==> src/rtl/fnd_pkg.sv <==
// Shared constants for the seven-segment scan driver: segment patterns
// (active-high, {g,f,e,d,c,b,a}) and digit-index encoding.
package fnd_pkg;

  localparam logic [6:0] SEG_0    = 7'b0111111;
  localparam logic [6:0] SEG_1    = 7'b0000110;
  localparam logic [6:0] SEG_2    = 7'b1011011;
  localparam logic [6:0] SEG_3    = 7'b1001111;
  localparam logic [6:0] SEG_4    = 7'b1100110;
  localparam logic [6:0] SEG_5    = 7'b1101101;
  localparam logic [6:0] SEG_6    = 7'b1111101;
  localparam logic [6:0] SEG_7    = 7'b0000111;
  localparam logic [6:0] SEG_8    = 7'b1111111;
  localparam logic [6:0] SEG_9    = 7'b1101111;
  localparam logic [6:0] SEG_DASH = 7'b1000000;

  localparam logic [1:0] DIG_SEC_ONES = 2'd0;
  localparam logic [1:0] DIG_SEC_TENS = 2'd1;
  localparam logic [1:0] DIG_MIN_ONES = 2'd2;
  localparam logic [1:0] DIG_MIN_TENS = 2'd3;

  typedef struct packed {
    logic [3:0] min_tens;
    logic [3:0] min_ones;
    logic [3:0] sec_tens;
    logic [3:0] sec_ones;
  } bcd_time_t;

endpackage

==> src/rtl/bcd_to_seg7.sv <==
// BCD digit to active-high seven-segment pattern; non-BCD codes show a dash.
module bcd_to_seg7
  import fnd_pkg::*;
(
  input  logic [3:0] bcd,
  output logic [6:0] seg
);

  always_comb begin
    seg = SEG_DASH;
    case (bcd)
      4'd0: seg = SEG_0;
      4'd1: seg = SEG_1;
      4'd2: seg = SEG_2;
      4'd3: seg = SEG_3;
      4'd4: seg = SEG_4;
      4'd5: seg = SEG_5;
      4'd6: seg = SEG_6;
      4'd7: seg = SEG_7;
      4'd8: seg = SEG_8;
      4'd9: seg = SEG_9;
      default: seg = SEG_DASH;
    endcase
  end

endmodule

==> src/rtl/fnd_scan_driver.sv <==
// Time-multiplexed 4-digit FND driver. Digits are snapshotted once per frame
// so a frame never mixes old and new time; all pin outputs are registered.
module fnd_scan_driver
  import fnd_pkg::*;
#(
  parameter int unsigned SCAN_DIV     = 1000,
  parameter bit          SEG_ACT_HIGH = 1'b1,
  parameter bit          DIG_ACT_HIGH = 1'b1
) (
  input  logic       clock,
  input  logic       reset,
  input  logic [3:0] in_min_tens,
  input  logic [3:0] in_min_ones,
  input  logic [3:0] in_sec_tens,
  input  logic [3:0] in_sec_ones,
  input  logic       colon,
  input  logic       lz_blank,
  input  logic       blank,
  output logic [6:0] seg,
  output logic       dp,
  output logic [3:0] dig_sel,
  output logic       frame_done
);

  localparam int PW = (SCAN_DIV > 1) ? $clog2(SCAN_DIV) : 1;
  localparam logic [6:0] SEG_INV = {7{~SEG_ACT_HIGH}};
  localparam logic [3:0] DIG_INV = {4{~DIG_ACT_HIGH}};

  logic [PW-1:0] presc;
  logic [1:0]    idx;
  bcd_time_t     snap;
  logic          tick, wrap;
  logic [3:0]    cur_digit;
  logic [6:0]    dec_seg, seg_n;
  logic          dp_n;
  logic [3:0]    dig_n;

  assign tick = (presc == PW'(SCAN_DIV - 1));
  assign wrap = tick && (idx == DIG_MIN_TENS);

  always_ff @(posedge clock or negedge reset) begin
    if (!reset) begin
      presc      <= '0;
      idx        <= DIG_SEC_ONES;
      snap       <= '0;
      frame_done <= 1'b0;
    end else begin
      presc      <= tick ? '0 : presc + PW'(1);
      frame_done <= wrap;
      if (tick) idx <= idx + 2'd1;
      if (wrap) snap <= '{min_tens: in_min_tens, min_ones: in_min_ones,
                          sec_tens: in_sec_tens, sec_ones: in_sec_ones};
    end
  end

  always_comb begin
    cur_digit = snap.sec_ones;
    case (idx)
      DIG_SEC_ONES: cur_digit = snap.sec_ones;
      DIG_SEC_TENS: cur_digit = snap.sec_tens;
      DIG_MIN_ONES: cur_digit = snap.min_ones;
      DIG_MIN_TENS: cur_digit = snap.min_tens;
      default:      cur_digit = snap.sec_ones;
    endcase
  end

  bcd_to_seg7 u_dec (
    .bcd (cur_digit),
    .seg (dec_seg)
  );

  // Active-high view of the next pin state; polarity is applied at the register.
  always_comb begin
    seg_n = dec_seg;
    dp_n  = colon && (idx == DIG_MIN_ONES);
    dig_n = 4'b0001 << idx;
    if (lz_blank && (idx == DIG_MIN_TENS) && (snap.min_tens == 4'd0)) seg_n = '0;
    if (blank) begin
      seg_n = '0;
      dp_n  = 1'b0;
      dig_n = '0;
    end
  end

  always_ff @(posedge clock or negedge reset) begin
    if (!reset) begin
      seg     <= SEG_INV;
      dp      <= ~SEG_ACT_HIGH;
      dig_sel <= DIG_INV;
    end else begin
      seg     <= seg_n ^ SEG_INV;
      dp      <= dp_n ^ ~SEG_ACT_HIGH;
      dig_sel <= dig_n ^ DIG_INV;
    end
  end

endmodule

==> config.mk <==
export PLATFORM = sky130hd
export DESIGN_NAME = fnd_scan_driver
export DESIGN_NICKNAME = d
export VERILOG_FILES = /design/src/rtl/fnd_pkg.sv /design/src/rtl/bcd_to_seg7.sv /design/src/rtl/fnd_scan_driver.sv
export SDC_FILE = /design/constraint.sdc
export NUM_CORES = 1
export LEC_CHECK = 0
export ABC_AREA = 1
export BUFFER_PORTS_ARGS = -buffer_cell sky130_fd_sc_hd__buf_2
export CELL_PAD_IN_SITES_DETAIL_PLACEMENT = 1
export CELL_PAD_IN_SITES_GLOBAL_PLACEMENT = 1
export CORE_MARGIN = 8
export CORE_UTILIZATION = 41
export DETAILED_ROUTE_END_ITERATION = 6
export MAX_ROUTING_LAYER = met4
export PLACE_DENSITY = 0.86
export SLEW_MARGIN = 10
export SYNTH_ARGS = -nofsm -noshare
export SYNTH_HDL_FRONTEND = slang
export SYNTH_SLANG_ARGS = --single-unit
==> constraint.sdc <==
create_clock -name clock -period 2.2 [get_ports clock]
set_input_delay 0 -clock clock [delete_from_list [all_inputs] [get_ports clock]]
set_output_delay 0 -clock clock [all_outputs]
set_load 0.05 [all_outputs]
# After elaboration in Yosys (flattened, before gate mapping)
# Memories as Yosys holds them, arrays and structs flattened.
# Index checks and enable logic that the tools add are counted.
# word_totals
inputBits	21
n_memories	1
ff_bits	41
rom_bits	112
wordCells	30
# mem_list
name	depth	word_bits	read_ports	rd_clocked_by_memory_dff	wr	line	rtl
(no name shown)	16	7	1	0	0	bcd_to_seg7.sv:11	case (bcd)
# op_classes
addsub	2
reduce_logical	6
n_eq_ne	4
n_mux	6
shifts	1
# op_table
cell	n
$pmux W4 S4	1
$mux W7	2
$add A10 B1 Y10 const B	1
$eq A10 B10 Y1 const B	1
$mux W10	1
$eq A2 B2 Y1 const B	2
$logic_and A1 B1 Y1	4
$logic_not A4 Y1	1
$mux W4	1
$shl A1 B2 Y4 const A	1
$add A2 B1 Y2 const B	1
$eq A2 B1 Y1 const B	1
$logic_not A2 Y1	1
$mux W1	1

# Longest topological paths before layout
# depth
depth_word	5
ltp_mapped	12
mapped_depth_nobuf	12

# Hierarchy
# From an unflattened synthesis, not the netlist that was laid out.
# unflattened
hier_cells	258
hier_area_um2	2099.5
# modules_own_cells
module	instances	cells_each	seq_area_each_um2	area_each_um2
fnd_scan_driver	1	222	1026.0	1906.8
bcd_to_seg7	1	36	0.0	192.7

# Worst setup path after synthesis
# OpenSTA, ideal clock, no wires.
# synth_timing
path_kind	register -> register
startpoint	register idx[0]
endpoint	register seg[3]
path_slack_ns	0.323
synth_period_minus_slack_ns	1.877
required_time_ns	2.128
n_path_buf	0
setup_ns	0.072
t_arrival_ns	1.805
path_stages_with_launch	11
cell_sequence	dfrtp_1 -> inv_1 -> ha_1 -> inv_1 -> nand2_1 -> o21ai_1 -> inv_1 -> ha_1 -> nor2_1 -> nor2_1 -> nor2_1
# synth_between
elab_chain_cells	5
elab_cells_between_ends	10
cone_classes	eq/ne (3); mux (3); reduce/logical (3); memory (1)
# synth_lines
element	line	rtl
from (decl)	fnd_scan_driver.sv:30	logic [1:0] idx;
from (signal assigned)	fnd_scan_driver.sv:50	if (tick) idx <= idx + 2'd1;
$eq A2 B2 Y1, or another cell as far along	fnd_scan_driver.sv:58, fnd_scan_driver.sv:77	
$pmux W4 S4 / $logic_and A1 B1 Y1 (equally long branches)	fnd_scan_driver.sv:58, fnd_scan_driver.sv:77	
$mem_v2 Z16 W7 / $logic_and A1 B1 Y1 (equally long branches)	--	
$mux W7 (*)	fnd_scan_driver.sv:77	if (lz_blank && (idx == DIG_MIN_TENS) && (snap.min_tens == 4'd0)) seg_n = '0;
$mux W7 (*)	fnd_scan_driver.sv:78	if (blank) begin
via seg_n[3]	fnd_scan_driver.sv:34	logic [6:0] dec_seg, seg_n;
to (signal assigned)	fnd_scan_driver.sv:91	seg <= seg_n ^ SEG_INV;
to (decl)	fnd_scan_driver.sv:19	output logic [6:0] seg,
# The timed path passes the listed nets; every way through them passes the cells marked *.
# A chain may end at the register's enable or synchronous reset.

# Worst setup path in the final report
# layout_timing
startpoint	register idx[0]
endpoint	register seg[0]
# The elaborated chain is that of the path after synthesis.

==> qor.txt <==
Status = complete, no violations
Crit path kind = reg -> reg
ANT cells = 0
Unique cell type count in the Yosys netlist = 22
Worst reg-to-reg path cell count = 12
Starting DRT DRC Count = 51
Worst hold path type = in -> reg
Layout cells sized above 1 = 0.1993
R2R Path End = seg[0]
Critical Path AT = 2.16 ns
Worst vdd ir = 0.0002761 V
Setup TNS = 0 ns
Hold path cells = 4
Clock transition at the registers of the reported paths = 0.08 ns
Total global routing overflow = 0
Vias in the first global route = 1836
Largest net degree at the start of global routing = 42
Max-slew violations = 0
Io pins = 34
RSZ-0062 raised after global routing = no
Detailed-route wire length per cell = 12.92 microns
Max-Cap Viols = 0
Synthesized instance count = 242
Area delta synth->final = 26.31%
Post-DRT Antenna Nets = 0
Gpl congestion = 0.8220
Final layout net count = 332
Synthesis Warnings = 0
First-pass GRT wire length = 8480 microns
Full die area = 7390 sq um
Final period util = 0.9028
Longest Clk Path Bufs = 2
Initial Util = 0.4249
First-pass DRT Iterations = 4
DP Area = 2238 sq um
Remaining routing DRC violations = 0
Worst setup EP type = register
Worst Hold End = seg[6]
Post-CTS Setup Bufs = 0
CTS buffer count = 5
CTS H-tree lvls = 2
Avg Cell Area, Syn = 8.293 sq um
CP Launch Type = register
Worst-margin pin slew = 0.8980 ns
Die Height = 85.97 microns
Synthesized Nets = 274
Hold Vio Cnt, Final = 0
Clock skew = 0.01077 ns
R2R setup slack = 0.21 ns
Clk Tree Root Cell = clkbuf_8
Post-route cell area = 2535 sq um
Post-DR vias/cell = 4.576
Fmax = 0.5035 GHz
Clock latency at the later pin of the worst-skew pair = 0.29 ns
Die X = 85.97 microns
Initial antenna violation count = 0
Port buffer count = 33
Min Tclk post-route = 1.986 ns
Slew HR = 0.4014
Worst Min Path Start = lz_blank
Required time of the critical path = 2.37 ns
P_leak = 1.364 nW
Post-DP HPWL = 3462 microns
CTS Sinks = 41
Via count = 1684
Maximum fanout along the worst path = 7
Core box area = 4723 sq um
Setup violators final = 0
Total Wirelength = 4755 microns
Sequential fraction of the synthesis area = 0.5112
Total Routing Usage GR = 0.1460
Flops & latches, synth = 41
Reg2reg start = idx[0]
Standard-cell rows = 25
Pwr dens = 537.2 nW/um^2
CTS tree = done
Cell area after synthesis = 2007 sq um
[final cells by class]
cell class | instances | area, sq um
Sequential cell | 41 | 1026
Clock inverter | 1 | 5.005
Timing Repair Buffer | 53 | 362.8
Fill cell | 580 | 2188
Tap cell | 67 | 83.83
Inverter | 25 | 98.84
Clock buffer | 7 | 96.34
Multi-Input combinational cell | 174 | 862.1
[timing repair]
action | 4_1_cts | 5_1_grt
hold buffers | 19 | 0
endpoints found under the hold margin | 62 | 0
resized for setup | 0 | 2
setup endpoints to repair | 0 | 7
[state kept, by name, indices dropped and copies added (netlist names)]
register    cells
frame_done      1
seg             7
presc          10
dp              1
dig_sel         4
snap           16
idx             2
[power by group]
| group | switching, mW | internal, mW |
|---|---|---|
| Combinational | 0.0355 | 0.0365 |
| Sequential | 0.000324 | 0.755 |
| Clock | 0.251 | 0.283 |
| Total | 0.287 | 1.07 |
[worst max-delay path by stage]
stage / from / endpoint / cells after the start
2_1_floorplan: idx[0] / seg[3] / 10
3_3_place_gp: idx[0] / seg[3] / 11
6_report: idx[0] / seg[0] / 12
3_5_place_dp: idx[0] / seg[3] / 11
5_1_grt: idx[0] / seg[5] / 12
4_1_cts: idx[0] / seg[3] / 11
[kinds of logic after synthesis]
group | after synthesis | synth area share
AO/OA/AOI/OAI | 10 | 0.02743
XOR/XNOR | 4 | 0.01746
adder cells (fa/ha/maj) | 11 | 0.06858
buffers and inverters | 27 | 0.06172
flip-flops | 41 | 0.5112
AND/OR/NAND/NOR | 149 | 0.3136
[metal layers]
layer  GRT usage  wire (microns)
met5           -               0
met4     0.06051              75
met3     0.02579             193
met2      0.2463            2332
met1      0.1670            2154
[placed cells by master, fill, tap and decap left out]
master          n
nand4_1         2
o21ai_1         1
nor3_1          2
a21oi_1         3
inv_1          24
o21ai_2         1
ha_1           10
o21ai_0         4
nand2_1        85
buf_4           1
xnor2_1         1
clkinv_2        1
nand2_4         1
buf_2          33
dlygate4sd3_1  19
nor2_1         42
nor2_4          1
a31oi_1         1
nor2_2          1
nor2_8          1
clkinv_4        1
nand2_2        11
ha_2            1
xor2_1          3
nand3_1         3
dfrtp_1        41
clkbuf_8        7
[critical path, stage by stage, from the launching register on]
cell	delay [ns]
dfrtp_1	0.43
inv_1	0.11
ha_1	0.23
inv_1	0.17
nand2_1	0.09
o21ai_1	0.20
buf_4	0.17
ha_1	0.15
inv_1	0.04
nand2_1	0.05
nand2_1	0.06
nor2_1	0.10
nor2_1	0.05
[Yosys cell counts (all sizes together)]
master / n / area, sq um
buf: 2 / 25.02
xnor2: 1 / 8.760
nand4: 2 / 12.51
a21oi: 3 / 15.01
xor2: 3 / 26.28
dfrtp: 41 / 1026
o21ai: 6 / 33.78
nor3: 2 / 10.01
inv: 24 / 90.09
nor2: 45 / 192.7
ha: 11 / 137.6
nand2: 97 / 399.1
clkinv: 1 / 8.760
a31oi: 1 / 6.260
nand3: 3 / 15.01
[per-stage QoR]
step | worst slack (ns) | utilization | hold slack (ns) | std cells | power (mW)
floorplan | 0.3235 | - | -0.2956 | 242 | 0.7795
global placement | 0.2925 | 0.4739 | 0.1698 | 341 | 0.8156
detailed placement | 0.1070 | 0.4739 | 0.1866 | 341 | 0.8172
CTS | 0.06505 | 0.5356 | 0.1034 | 368 | 1.383
global route | 0.01365 | 0.5367 | 0.1599 | 368 | 1.415
finish | 0.2139 | 0.5367 | 0.1224 | 368 | 1.362
Power figures use the tool's default switching activity.
